`config.mk`:
```
export PLATFORM = sky130hd
export DESIGN_NAME = cdb_arbiter
export DESIGN_NICKNAME = d
export VERILOG_FILES = /design/src/rtl/cdb_pkg.sv /design/src/rtl/cdb_arbiter_rr_picker.sv /design/src/rtl/cdb_arbiter.sv
export SDC_FILE = /design/constraint.sdc
export NUM_CORES = 1
export LEC_CHECK = 0
export CORE_ASPECT_RATIO = 0.6
export CORE_MARGIN = 2
export CORE_UTILIZATION = 38
export CTS_BUF_LIST = sky130_fd_sc_hd__clkbuf_8
export CTS_CLUSTER_SIZE = 30
export DETAILED_ROUTE_END_ITERATION = 10
export PLACE_DENSITY = 0.83
export SKIP_LAST_GASP = 1
export SYNTH_ARGS = -nofsm -noshare
export SYNTH_HDL_FRONTEND = slang
export SYNTH_SLANG_ARGS = --single-unit
```
`constraint.sdc`:
```
create_clock -name clk -period 3.39 [get_ports clk]
set_input_delay 0.678 -clock clk [delete_from_list [all_inputs] [get_ports clk]]
set_output_delay 0.678 -clock clk [all_outputs]
set_load 0.02 [all_outputs]
```
`src/rtl/cdb_pkg.sv`:
```
// cdb_pkg: shared definitions for the common-data-bus arbiter.
//   CDB_NUM_REQ / CDB_TAG_W / CDB_DATA_W : default geometry (unit 0 = memory unit)
//   NO_TAG                                : tag value meaning "no producer"
//   cdb_bus_t                             : broadcast bundle as snooped by the
//                                           reservation stations / register file
//   idxW()                                : index width for a requester count
package cdb_pkg;

  localparam int CDB_NUM_REQ = 4;
  localparam int CDB_TAG_W   = 4;
  localparam int CDB_DATA_W  = 32;

  localparam logic [CDB_TAG_W-1:0] NO_TAG = '0;

  typedef struct packed {
    logic                  valid;
    logic [CDB_TAG_W-1:0]  tag;
    logic [CDB_DATA_W-1:0] data;
  } cdb_bus_t;

  // Width of a requester index; a single requester still needs one bit.
  function automatic int idxW(input int n);
    return (n > 1) ? $clog2(n) : 1;
  endfunction

endpackage

```
`src/rtl/cdb_arbiter_rr_picker.sv`:
```
// rr_picker: combinational rotate-priority first-one finder.
//   eligible : request vector after masking
//   rrPtr    : index that currently has highest priority
//   winOh    : one-hot winner (zero when nothing eligible)
//   winIdx   : winner index (zero when nothing eligible)
//   anyValid : at least one eligible bit
module rr_picker #(
  parameter int N  = 4,
  parameter int IW = 2
) (
  input  logic [N-1:0]  eligible,
  input  logic [IW-1:0] rrPtr,
  output logic [N-1:0]  winOh,
  output logic [IW-1:0] winIdx,
  output logic          anyValid
);

  localparam int SW = IW + 1;

  logic [2*N-1:0] dbl;
  logic [N-1:0]   rot;
  logic [IW-1:0]  off;
  logic [SW-1:0]  sum;

  // Rotate so that bit rrPtr lands on bit 0; doubling the vector makes the
  // wrap from N-1 back to 0 fall out of a plain right shift.
  assign dbl = {eligible, eligible} >> rrPtr;
  assign rot = dbl[N-1:0];

  // Lowest set bit of the rotated vector = distance from rrPtr to the winner.
  always_comb begin
    off      = '0;
    anyValid = 1'b0;
    for (int i = N - 1; i >= 0; i--) begin
      if (rot[i]) begin
        off      = IW'(i);
        anyValid = 1'b1;
      end
    end
  end

  // Undo the rotation: (rrPtr + off) mod N without a divider.
  assign sum    = {1'b0, rrPtr} + {1'b0, off};
  assign winIdx = (sum >= SW'(N)) ? IW'(sum - SW'(N)) : sum[IW-1:0];
  assign winOh  = anyValid ? (N'(1) << winIdx) : '0;

endmodule

```
`src/rtl/cdb_arbiter.sv`:
```
// cdb_arbiter: responder side of the common-data-bus handshake.
// Functional units raise requireCDB with a tag/result; one winner per cycle
// gets a single-cycle requireAC pulse and its tag/data is registered onto the
// CDB broadcast outputs.
//   clk, rst    : clock, asynchronous active-high reset
//   requireCDB  : per-unit request, held until that unit sees requireAC
//   reqTag      : per-unit tag,  unit i at [i*TAG_W  +: TAG_W]
//   reqData     : per-unit data, unit i at [i*DATA_W +: DATA_W]
//   requireAC   : one-hot acknowledge, one cycle long
//   cdbValid/cdbTag/cdbData : registered broadcast (tag/data hold when idle)
// Build option: define CDB_MEM_PRIO_EN to give unit 0 (memory unit) absolute
// priority whenever it is eligible; otherwise pure round-robin.
module cdb_arbiter import cdb_pkg::*; #(
  parameter int NUM_REQ = CDB_NUM_REQ,
  parameter int TAG_W   = CDB_TAG_W,
  parameter int DATA_W  = CDB_DATA_W
) (
  input  logic                      clk,
  input  logic                      rst,
  input  logic [NUM_REQ-1:0]        requireCDB,
  input  logic [NUM_REQ*TAG_W-1:0]  reqTag,
  input  logic [NUM_REQ*DATA_W-1:0] reqData,
  output logic [NUM_REQ-1:0]        requireAC,
  output logic                      cdbValid,
  output logic [TAG_W-1:0]          cdbTag,
  output logic [DATA_W-1:0]         cdbData
);

  localparam int IW = idxW(NUM_REQ);

  logic [NUM_REQ-1:0][TAG_W-1:0]  tagArr;
  logic [NUM_REQ-1:0][DATA_W-1:0] dataArr;

  logic [NUM_REQ-1:0] lastGrant, eligible, pickOh, winOh;
  logic [IW-1:0]      rrPtr, pickIdx, winIdx, nextPtr;
  logic               pickAny, winAny, updPtr;

  assign tagArr  = reqTag;
  assign dataArr = reqData;

  // The registered acknowledge doubles as the mask: on the edge where a unit
  // is looking at its ack it has not yet dropped requireCDB, so that stale
  // request must not win again.
  assign lastGrant = requireAC;
  assign eligible  = requireCDB & ~lastGrant;

  rr_picker #(.N(NUM_REQ), .IW(IW)) uPick (
    .eligible (eligible),
    .rrPtr    (rrPtr),
    .winOh    (pickOh),
    .winIdx   (pickIdx),
    .anyValid (pickAny)
  );

`ifdef CDB_MEM_PRIO_EN
  // Memory unit pre-empts the rotation and leaves rrPtr untouched so the
  // other units keep their place in line.
  always_comb begin
    if (eligible[0]) begin
      winOh  = NUM_REQ'(1);
      winIdx = '0;
      winAny = 1'b1;
      updPtr = 1'b0;
    end else begin
      winOh  = pickOh;
      winIdx = pickIdx;
      winAny = pickAny;
      updPtr = pickAny;
    end
  end
`else
  assign winOh  = pickOh;
  assign winIdx = pickIdx;
  assign winAny = pickAny;
  assign updPtr = pickAny;
`endif

  assign nextPtr = (winIdx == IW'(NUM_REQ - 1)) ? '0 : winIdx + 1'b1;

  always_ff @(posedge clk or posedge rst) begin
    if (rst) begin
      requireAC <= '0;
      cdbValid  <= 1'b0;
      cdbTag    <= TAG_W'(NO_TAG);
      cdbData   <= '0;
      rrPtr     <= '0;
    end else begin
      requireAC <= winOh;
      cdbValid  <= winAny;
      if (winAny) begin
        cdbTag  <= tagArr[winIdx];
        cdbData <= dataArr[winIdx];
      end
      if (updPtr) rrPtr <= nextPtr;
    end
  end

endmodule

```
==> results of run 1 <==
[metal layers]
layer / share of wire [%] / global-route usage, %
met4: 1.2 / 5.42
met1: 43 / 27.1
met2: 47 / 35.4
met5: 0 / 0
met3: 8.7 / 6.72
[worst reg2reg max path: cells and delay by family, from the launching register on]
family / cells / cell delay, ns
AND/OR/NAND/NOR: 3 / 0.67
multiplexers: 1 / 0.26
AO/OA/AOI/OAI: 2 / 0.45
flip-flops: 1 / 0.76
adder cells (fa/ha/maj): 2 / 0.49
[cells in the mapped netlist (2+ instances only)]
cell type,count,area share (%)
nand2_1,39,4.8
inv_1,2,0.25
clkbuf_1,5,0.62
o221ai_1,7,2.0
o22ai_1,2,0.41
clkbuf_4,2,0.50
a21o_1,2,0.50
o221ai_2,30,15
buf_4,2,0.50
nor2_1,3,0.37
o21ai_0,2,0.33
buf_6,4,1.5
mux2i_1,72,24
a21oi_1,6,0.99
ha_1,2,0.83
and2_1,2,0.41
buf_2,13,2.1
nand2b_1,4,0.83
nor3_1,2,0.33
nor2b_1,2,0.41
dfrtp_1,43,36
[registers in the layout (all words and copies together) (netlist names)]
name       flops
cdbData       32
requireAC      4
cdbTag         4
cdbValid       1
rrPtr          2
[layout make-up]
class                   instances  area, um^2
flip-flops and latches         43        1080
clock buffers                   5        68.8
repair buffers                206        2110
well taps                     108         135
multi-input cells             200        1800
clock inverters                 3        16.3
fillers                       611        2570
inverters                       3        11.3
[metrics by stage]
| step | utilization (%) | setup TNS (ns) | std cells | power [uW] |
|---|---|---|---|---|
| 2_1_floorplan | - | 0 | 272 | 3940 |
| 3_3_place_gp | 65.9 | 0 | 560 | 5230 |
| 3_5_place_dp | 65.9 | -0.0300 | 560 | 5380 |
| 4_1_cts | 67.0 | 0 | 568 | 5710 |
| 5_1_grt | 67.0 | 0 | 568 | 6020 |
| 6_report | 67.0 | 0 | 568 | 5660 |
[how the worst max path moves through the flow]
| stage | start | endpoint | slack [ns] | cells after the start |
|---|---|---|---|---|
| global placement | requireCDB[0] | rrPtr[1]$_DFFE_PP0P_ | 0.06 | 10 |
| CTS | requireCDB[0] | rrPtr[1]$_DFFE_PP0P_ | 0.26 | 10 |
| floorplan | requireCDB[2] | rrPtr[1]$_DFFE_PP0P_ | 0.59 | 9 |
| finish | requireCDB[0] | rrPtr[1]$_DFFE_PP0P_ | 0.23 | 10 |
| detailed placement | requireCDB[0] | rrPtr[1]$_DFFE_PP0P_ | -0.03 | 10 |
| global route | requireCDB[0] | rrPtr[1]$_DFFE_PP0P_ | 0.1 | 10 |
[where the power goes]
part / leakage [uW] / switching, uW / total (uW) / internal (uW)
sequential: 0.000529 / 185 / 977 / 792
combinational: 0.00157 / 2150 / 4360 / 2220
clock: 0.0000453 / 177 / 318 / 141
[kinds of logic after synthesis]
kind of cell | Yosys count | share of synthesized area (%)
fa+ha+maj | 2 | 0.826
buf+inv | 29 | 5.62
simple gates | 60 | 9.13
mux | 74 | 24.6
flops | 43 | 35.5
compound gates | 64 | 24.3
[placed cells by master (no fill, tap or decap), drive strengths merged]
cell type	n
a311oi	1
a21oi	6
and3	1
or3	1
clkbuf	5
a21boi	1
inv	4
buf	16
dfrtp	43
o31ai	1
a21o	2
nand3	1
nand2	39
mux2i	73
clkinv	1
ha	2
and2	2
a22oi	2
a31oi	1
clkinvlp	1
nor3	3
o21ai	3
nor2b	3
mux2	1
nor4	1
nor2	3
a211oi	1
a221oi	2
o21a	1
nand3b	1
o211ai	2
o311a	1
clkdlybuf4s50	190
a2111oi	1
o221ai	37
o22ai	2
nand2b	5
==> summary.md, run 1 <==
| Metric | Value |
|---|---|
| CP Buf/Inv Count | `1` |
| Worst clock skew | `0.0101 ns` |
| Worst reg2reg setup slack | `about 0.65 ns` |
| Critical Path Start Type | `input port` |
| Max Fclk | `roughly 0.32 GHz` |
| Layout cell share with drive strength beyond 1 | `14.1%` |
| Post-cts resize count | `0` |
| Count of final hold-check violations | `0` |
| Cell Rows | `25` |
| Final setup vio count | `0` |
| Syn Nets | `424` |
| Min setup slack post-route | `0.232 ns` |
| Number of buffers created by CTS | `5` |
| Outcome | `finished clean` |
| Avg WL per Cell | `16.5 um` |
| Crit Path Class | `in2reg` |
| Worst hold slack | `0.493 ns` |
| Final Max Slew Viols | `0` |
| R2R Path Start | `rrPtr[0]$_DFFE_PP0P_` |
| Ys flop type | `dfrtp_1` |
| Hold Crit Start | `cdbData[8]$_DFFE_PP0P_` |
| Global-route wire length before repair | `~15 mm` |
| Hold crit path type | `reg2reg` |
| Final WL | `9.37 mm` |
| FF-to-FF End | `rrPtr[1]$_DFFE_PP0P_` |
| Slew headroom | `38.3%` |
| Critical Path Max Stage Delay | `0.48 ns` |
| Vias in the first global route | `3146` |
| Cell area after layout | `between 5000 and 6000 um^2` |
| Worst Max-Slew Pin Slew | `0.923 ns` |
| Worst Setup End Kind | `register` |
| CP Cell Sequence | `clkdlybuf4s50_1, nor2b_1, nor3_1, a311oi_1, o21ai_0, ha_4, or3_1, and2_1, ha_1, mux2_2` |
| Crit path arrival time | `3.34 ns` |
| CP max FO | `5` |
| Final min period | `3.16 ns` |
| Clock slew at reported path FFs | `0.09 ns` |
| FFs w/ async S/R, synth | `100%` |
| DRC Markers | `0` |
| CP delay by family, top | `simple AND/OR/NAND/NOR gates` |
| Dpl ws | `-0.0300 ns` |
| Seq cells post-synth | `43` |
| Synth cell types | `47` |
| Leakage | `~0.0021 uW` |
| GP Congestion | `slightly below 0.9` |
| DRT antenna net count | `0` |
| Mapped Area | `3030 um^2` |
| Post-layout nets | `roughly 610` |
| Pre-antenna DRT Iters | `4` |
| Total track usage | `21.2%` |
| GR Overflow Total | `0` |
| Hold worst-path end | `cdbData[8]$_DFFE_PP0P_` |
| Die X | `around 120 um` |
| Via count | `2966` |
| Post-DP HPWL | `7.39 mm` |
| Final period util | `between 90 and 100%` |
| CTS Sinks | `43` |
| Crit path required time | `3.57 ns` |
| RSZ-0062 raised after global routing | `false` |
| DR vias/cell | `5.22` |
| Worst reg2reg path depth | `8` |
| Die H | `73.2 um` |
| P&R area growth vs syn | `72.3%` |
| Syn avg cell area | `11.1 um^2` |
| Mapped Cells | `272` |
| Initial core utilization | `38.9%` |
| Initial DRC count | `between 150 and 200` |
| Port buffer count | `190` |
| CP max stage cell | `clkdlybuf4s50_1` |
| WHS Path Cells | `2` |
| Antenna violations before repair | `0` |
| Post-synthesis sequential area ratio | `about 36%` |
| Placed Instance Area | `a little over 5000 um^2` |
| H-tree Lvls | `2` |
| Largest net degree at the start of global routing | `44` |
| Pwr Density | `1080 nW/um^2` |
| CTS tree | `yes` |
| Io pins | `191` |
| Worst VDD drop | `0.000616 V` |
| Clock tree root buffer cell | `clkbuf_8` |
| Setup repair bufs after CTS | `0` |
| Die area | `about 8700 um^2` |
| # diodes | `0` |
| CORE AREA | `7790 um^2` |
| Max Cap Violations | `0` |
| Clock Latency Late Sink | `0.29 ns` |
| Syn. warnings | `0` |
| Longest Clk Path Bufs | `2` |
| Post-synth EDFFs | `0` |
| Hold Buf Count CTS | `0` |
Power figures use the tool's default switching activity.
==> run 2, diff against run 1 <==
Settings changed: PLACE_DENSITY 0.83 to unset, PLACE_DENSITY_LB_ADDON set to 0.2.
==> run 2 against run 1 <==
  * Sequential share of layout area increased by 0.13 points
  * Register-to-register slack about the same
  * Non-clock buffer count decreased by 3
  * Clock power increased by 12%
  * Critical path depth unchanged
  * Largest power group unchanged
==> summary.md, run 2 (synthesized netlist as in run 1, its figures left out) <==
| Metric | Value |
|---|---|
| Longest Clk Path Bufs | `2` |
| Worst Max-Slew Pin Slew | `0.938 ns` |
| Slew headroom | `37.4%` |
| H-tree Lvls | `2` |
| Clock Latency Late Sink | `about 0.29 ns` |
| Die X | `about 120 um` |
| Worst reg2reg path depth | `8` |
| GR Overflow Total | `0` |
| Largest net degree at the start of global routing | `44` |
| Hold Buf Count CTS | `0` |
| Worst Setup End Kind | `register` |
| Io pins | `191` |
| Post-layout nets | `608` |
| Clock slew at reported path FFs | `0.08 ns` |
| Port buffer count | `190` |
| Avg WL per Cell | `16.6 um` |
| Post-DP HPWL | `7.25 mm` |
| WHS Path Cells | `2` |
| Die H | `73.2 um` |
| Crit path arrival time | `3.28 ns` |
| DRT antenna net count | `0` |
| Vias in the first global route | `between 2000 and 3000` |
| Top flop regs | `cdbData (32), cdbTag (4), requireAC (4)` |
| Global-route wire length before repair | `about 14 mm` |
| Antenna violations before repair | `0` |
| Initial core utilization | `38.9%` |
| Outcome | `finished clean` |
| Max Fclk | `0.323 GHz` |
| CTS Sinks | `43` |
| Pre-antenna DRT Iters | `4` |
| CORE AREA | `7790 um^2` |
| Post-route setup TNS | `0 ns` |
| Most frequent cells in the layout | `clkdlybuf4s50_1 (190), mux2i_1 (72), dfrtp_1 (43)` |
| Post-cts resize count | `0` |
| Final min period | `3.10 ns` |
| Number of buffers created by CTS | `5` |
| Total track usage | `about a fifth` |
| # diodes | `0` |
| CTS tree | `yes` |
| Worst clock skew | `0.00490 ns` |
| Fillers | `604` |
| Die area | `8730 um^2` |
| Clock tree root buffer cell | `clkbuf_8` |
| Layout cell share with drive strength beyond 1 | `approximately 14%` |
| Via count | `2890` |
| DRC Markers | `0` |
| Multi-input logic area | `1800 um^2` |
| Count of final hold-check violations | `0` |
| Commonest non-fill, non-tap cell in the layout | `clkdlybuf4s50_1` |
| GP Congestion | `just over 0.8` |
| Crit path required time | `3.57 ns` |
| Worst VDD drop | `approximately 0.00070 V` |
| Flip-flop and latch area | `1080 um^2` |
| Final setup vio count | `0` |
| Setup repair bufs after CTS | `0` |
| Critical Path Start Type | `input port` |
| Final period util | `roughly 90%` |
| Fin util | `66.6%` |
| Hold crit path type | `reg2reg` |
| Max reg flops | `32` |
| Initial DRC count | `155` |
| Leakage | `0.00213 uW` |
| Crit Path Class | `in2reg` |
| Max Cap Violations | `0` |
| Final WL | `9.36 mm` |
| Pwr Density | `1080 nW/um^2` |
| DR vias/cell | `5.12` |
| RSZ-0062 raised after global routing | `false` |
| CP max FO | `5` |
| Cell Rows | `25` |
| P&R area growth vs syn | `71.2%` |
| Final Max Slew Viols | `0` |
| Biggest register | `cdbData` |
## run 2: cell types whose count changed in the layout (fill, tap and decap cells not counted), sizes merged
cell      previous run  this run
buf                 16        13
clkbuf               5         7
clkinv               1         0
clkinvlp             1         0
## run 2: layout make-up
type                            instances  area share [%]
Timing Repair Buffer                  203            39.8
Multi-Input combinational cell        200            34.7
Sequential cell                        43            20.7
Tap cell                              108            2.61
Clock buffer                            7            1.86
Inverter                                3           0.217
Clock inverter                          1          0.0724
## run 2: metrics by stage
step / hold slack, ns / instances / instance area, um^2 / total power [uW] / worst slack (ns)
2_1_floorplan: 0.591 / 272 / 3030 / 3940 / 0.594
3_3_place_gp: 0.468 / 557 / 5090 / 5200 / 0.0678
3_5_place_dp: 0.474 / 557 / 5090 / 5290 / 0.0154
4_1_cts: 0.497 / 565 / 5190 / 5650 / 0.329
5_1_grt: 0.517 / 565 / 5190 / 5950 / 0.137
6_report: 0.492 / 565 / 5190 / 5580 / 0.293
## run 2: worst max-delay path, stage by stage
cell	delay, ns
clkdlybuf4s50_1	0.47
nor2b_1	0.30
nor3_1	0.08
a311oi_1	0.28
o21ai_0	0.20
ha_4	0.20
or3_1	0.38
and2_1	0.17
ha_1	0.28
mux2_2	0.26
## run 2: metal layers
metal	part of all wire, %	GRT usage [%]	vias up
met5	0	0	-
met4	0.88	4.89	0
met3	9.9	8.83	9
met2	47	35.5	119
met1	42	25.0	1356
li1	-	-	1406
## run 2: final timing paths
kind | startpoint | end | slack (ns)
setup / recovery | requireCDB[0] | rrPtr[1]$_DFFE_PP0P_ | 0.29
hold reg to reg | cdbData[10]$_DFFE_PP0P_ | cdbData[10]$_DFFE_PP0P_ | 0.49
hold / removal | cdbData[10]$_DFFE_PP0P_ | cdbData[10]$_DFFE_PP0P_ | 0.49
setup reg to reg | rrPtr[0]$_DFFE_PP0P_ | rrPtr[1]$_DFFE_PP0P_ | 0.64
max in group asynchronous | rst | cdbData[26]$_DFFE_PP0P_ | 1.89
min in group asynchronous | rst | cdbData[5]$_DFFE_PP0P_ | 0.91
## run 2: report_power, final
| group | leakage [uW] | internal, uW | switching, uW |
|---|---|---|---|
| combinational | 0.00155 | 2140 | 2110 |
| clock | 0.0000557 | 183 | 174 |
| sequential | 0.000529 | 792 | 187 |
| total | 0.00213 | 3110 | 2470 |
==> run 3, diff against run 2 <==
Settings changed: CAP_MARGIN set to 20, CORE_UTILIZATION 38 to 60, DONT_BUFFER_PORTS set to 1.
==> run 3 against run 2 <==
  * Non-clock buffer count is 195 lower
  * Design area is 38% lower
  * Hold slack worse by 0.043 ns
  * Worst setup slack better by 0.23 ns
  * Global-route usage is 5.8 points higher
  * Critical path type is now reg2reg
  * Highest routed layer unchanged
==> summary.md, run 3 (synthesized netlist as in run 1, its figures left out) <==
| Metric | Value |
|---|---|
| H-tree Lvls | `2` |
| Crit path arrival time | `3.06 ns` |
| Initial DRC count | `71` |
| RSZ-0062 raised after global routing | `false` |
| CP max FO | `10` |
| Cell area after layout | `around 3200 um^2` |
| Io pins | `approximately 190` |
| Clock tree root buffer cell | `clkbuf_8` |
| Fin util | `about 69%` |
| Post-route setup TNS | `0 ns` |
| Port buffer count | `0` |
| DR vias/cell | `6.88` |
| R2R Path Start | `requireAC[2]$_DFF_PP0_` |
| Max Fclk | `0.348 GHz` |
| CP Cell Sequence | `nor2b_2, a2111oi_0, a21oi_1, o21ai_0, ha_4, or3_1, and2_1, ha_1, mux2_2` |
| Initial core utilization | `64.4%` |
| Outcome | `finished clean` |
| Min setup slack post-route | `0.519 ns` |
| Max Cap Violations | `0` |
| Cell Rows | `19` |
| Worst Setup End Kind | `register` |
| Biggest register | `cdbData` |
| Critical Path Start Type | `register` |
| P&R area growth vs syn | `6.82%` |
| Max reg flops | `32` |
| Sequential power share | `roughly a quarter` |
| Avg WL per Cell | `22.7 um` |
| Total track usage | `26.8%` |
| Critical Path Max Stage Delay | `0.49 ns` |
| Placed Instance Area | `~3100 um^2` |
| Leakage | `around 0.0014 uW` |
| Die X | `~96 um` |
| Longest Clk Path Bufs | `2` |
| P_sw | `2340 uW` |
| Antenna violations before repair | `0` |
| Die H | `59.0 um` |
| Worst hold slack | `0.448 ns` |
| Post-layout nets | `413` |
| Crit Path Class | `reg2reg` |
| Worst clock skew | `0.00687 ns` |
| Final setup vio count | `0` |
| Most frequent cells in the layout | `mux2i_1 (72), dfrtp_1 (43), nand2_1 (39)` |
| GP Congestion | `0.840` |
| CP max stage cell | `dfrtp_1` |
| Hold crit path type | `in2async` |
| DRT antenna net count | `0` |
| Final WL | `7.38 mm` |
| Via count | `2235` |
| Sw Share | `46.6%` |
| Crit. Startpoint | `requireAC[2]$_DFF_PP0_` |
| Number of buffers created by CTS | `5` |
| Worst reg2reg path depth | `9` |
| Internal Pwr Total | `2680 uW` |
| Post-cts resize count | `0` |
| Vias in the first global route | `2137` |
| CTS tree | `yes` |
| Worst Max-Slew Pin Slew | `between 0.9 and 1 ns` |
| Die area | `5650 um^2` |
| Pre-antenna DRT Iters | `4` |
| Top flop regs | `cdbData (32), cdbTag (4), requireAC (4)` |
| Post-DP HPWL | `about 5.5 mm` |
| Setup repair bufs after CTS | `0` |
| # diodes | `0` |
| Combinational cell fraction of total power | `64.3%` |
| Largest net degree at the start of global routing | `44` |
| Dpl ws | `0.390 ns` |
| Pwr Density | `1550 nW/um^2` |
| Clock Latency Late Sink | `0.30 ns` |
| Final min period | `around 2.9 ns` |
| Clock power share | `a little under a tenth` |
| Hold Buf Count CTS | `0` |
| Layout cell share with drive strength beyond 1 | `21.8%` |
| CTS Sinks | `43` |
| Global-route wire length before repair | `11.1 mm` |
| Final period util | `84.7%` |
| Count of final hold-check violations | `0` |
| Final Max Slew Viols | `0` |
| Commonest non-fill, non-tap cell in the layout | `mux2i_1` |
| Slew headroom | `39.5%` |
| Worst VDD drop | `0.000771 V` |
| Clock slew at reported path FFs | `approximately 0.080 ns` |
| CORE AREA | `around 4700 um^2` |
| Crit path required time | `3.58 ns` |
| GR Overflow Total | `0` |
| DRC Markers | `0` |
==> run 3: power groups by stage <==
stage | Combinational [uW] | Sequential (uW) | Clock, uW
after floorplan | 2730 | 1210 | 0
after global placement | 3170 | 1320 | 0
after detailed placement | 3260 | 1320 | 0
after CTS | 3260 | 1320 | 478
after global routing | 3510 | 1350 | 504
final | 3230 | 1320 | 473
==> run 3: per-stage QoR <==
stage,std cells,power [uW]
finish,325,5020
global route,325,5370
CTS,325,5060
detailed placement,317,4590
global placement,317,4500
floorplan,272,3940
==> run 3: area by class of cell <==
| cell class | count | area, um^2 |
|---|---|---|
| clock inverters | 3 | 63.8 |
| multi-input cells | 200 | 1800 |
| flip-flops and latches | 43 | 1080 |
| repair buffers | 8 | 135 |
| well taps | 63 | 78.8 |
| fillers | 360 | 1470 |
| inverters | 3 | 11.3 |
| clock buffers | 5 | 68.8 |
==> run 3: path summary, 6_finish.rpt <==
kind                                                 to  slack [ns]
worst max-delay path               rrPtr[1]$_DFFE_PP0P_        0.52
worst min-delay path             cdbData[8]$_DFFE_PP0P_        0.45
max in group asynchronous       cdbData[15]$_DFFE_PP0P_        2.38
worst min register to register   cdbData[8]$_DFFE_PP0P_        0.65
min in group clk                cdbData[25]$_DFFE_PP0P_        0.59
worst max register to register     rrPtr[1]$_DFFE_PP0P_        0.52
==> run 3: per-layer routing <==
metal / track usage (%) / vias up / routed length, um
li1: - / 1021 / -
met1: 34.9 / 1080 / 2860
met2: 42.3 / 123 / 3650
met3: 8.27 / 11 / 737
met4: 10.6 / 0 / 137
met5: 0 / - / 0
==> run 3: critical path: cells and delay by family, from the launching register on <==
kind                       cells  cell delay [ns]
muxes                          1             0.26
DFF                            1             0.49
and+or+nand+nor                3             1.06
AOI/OAI and AO/OA              3             0.45
adders and majority gates      2             0.50
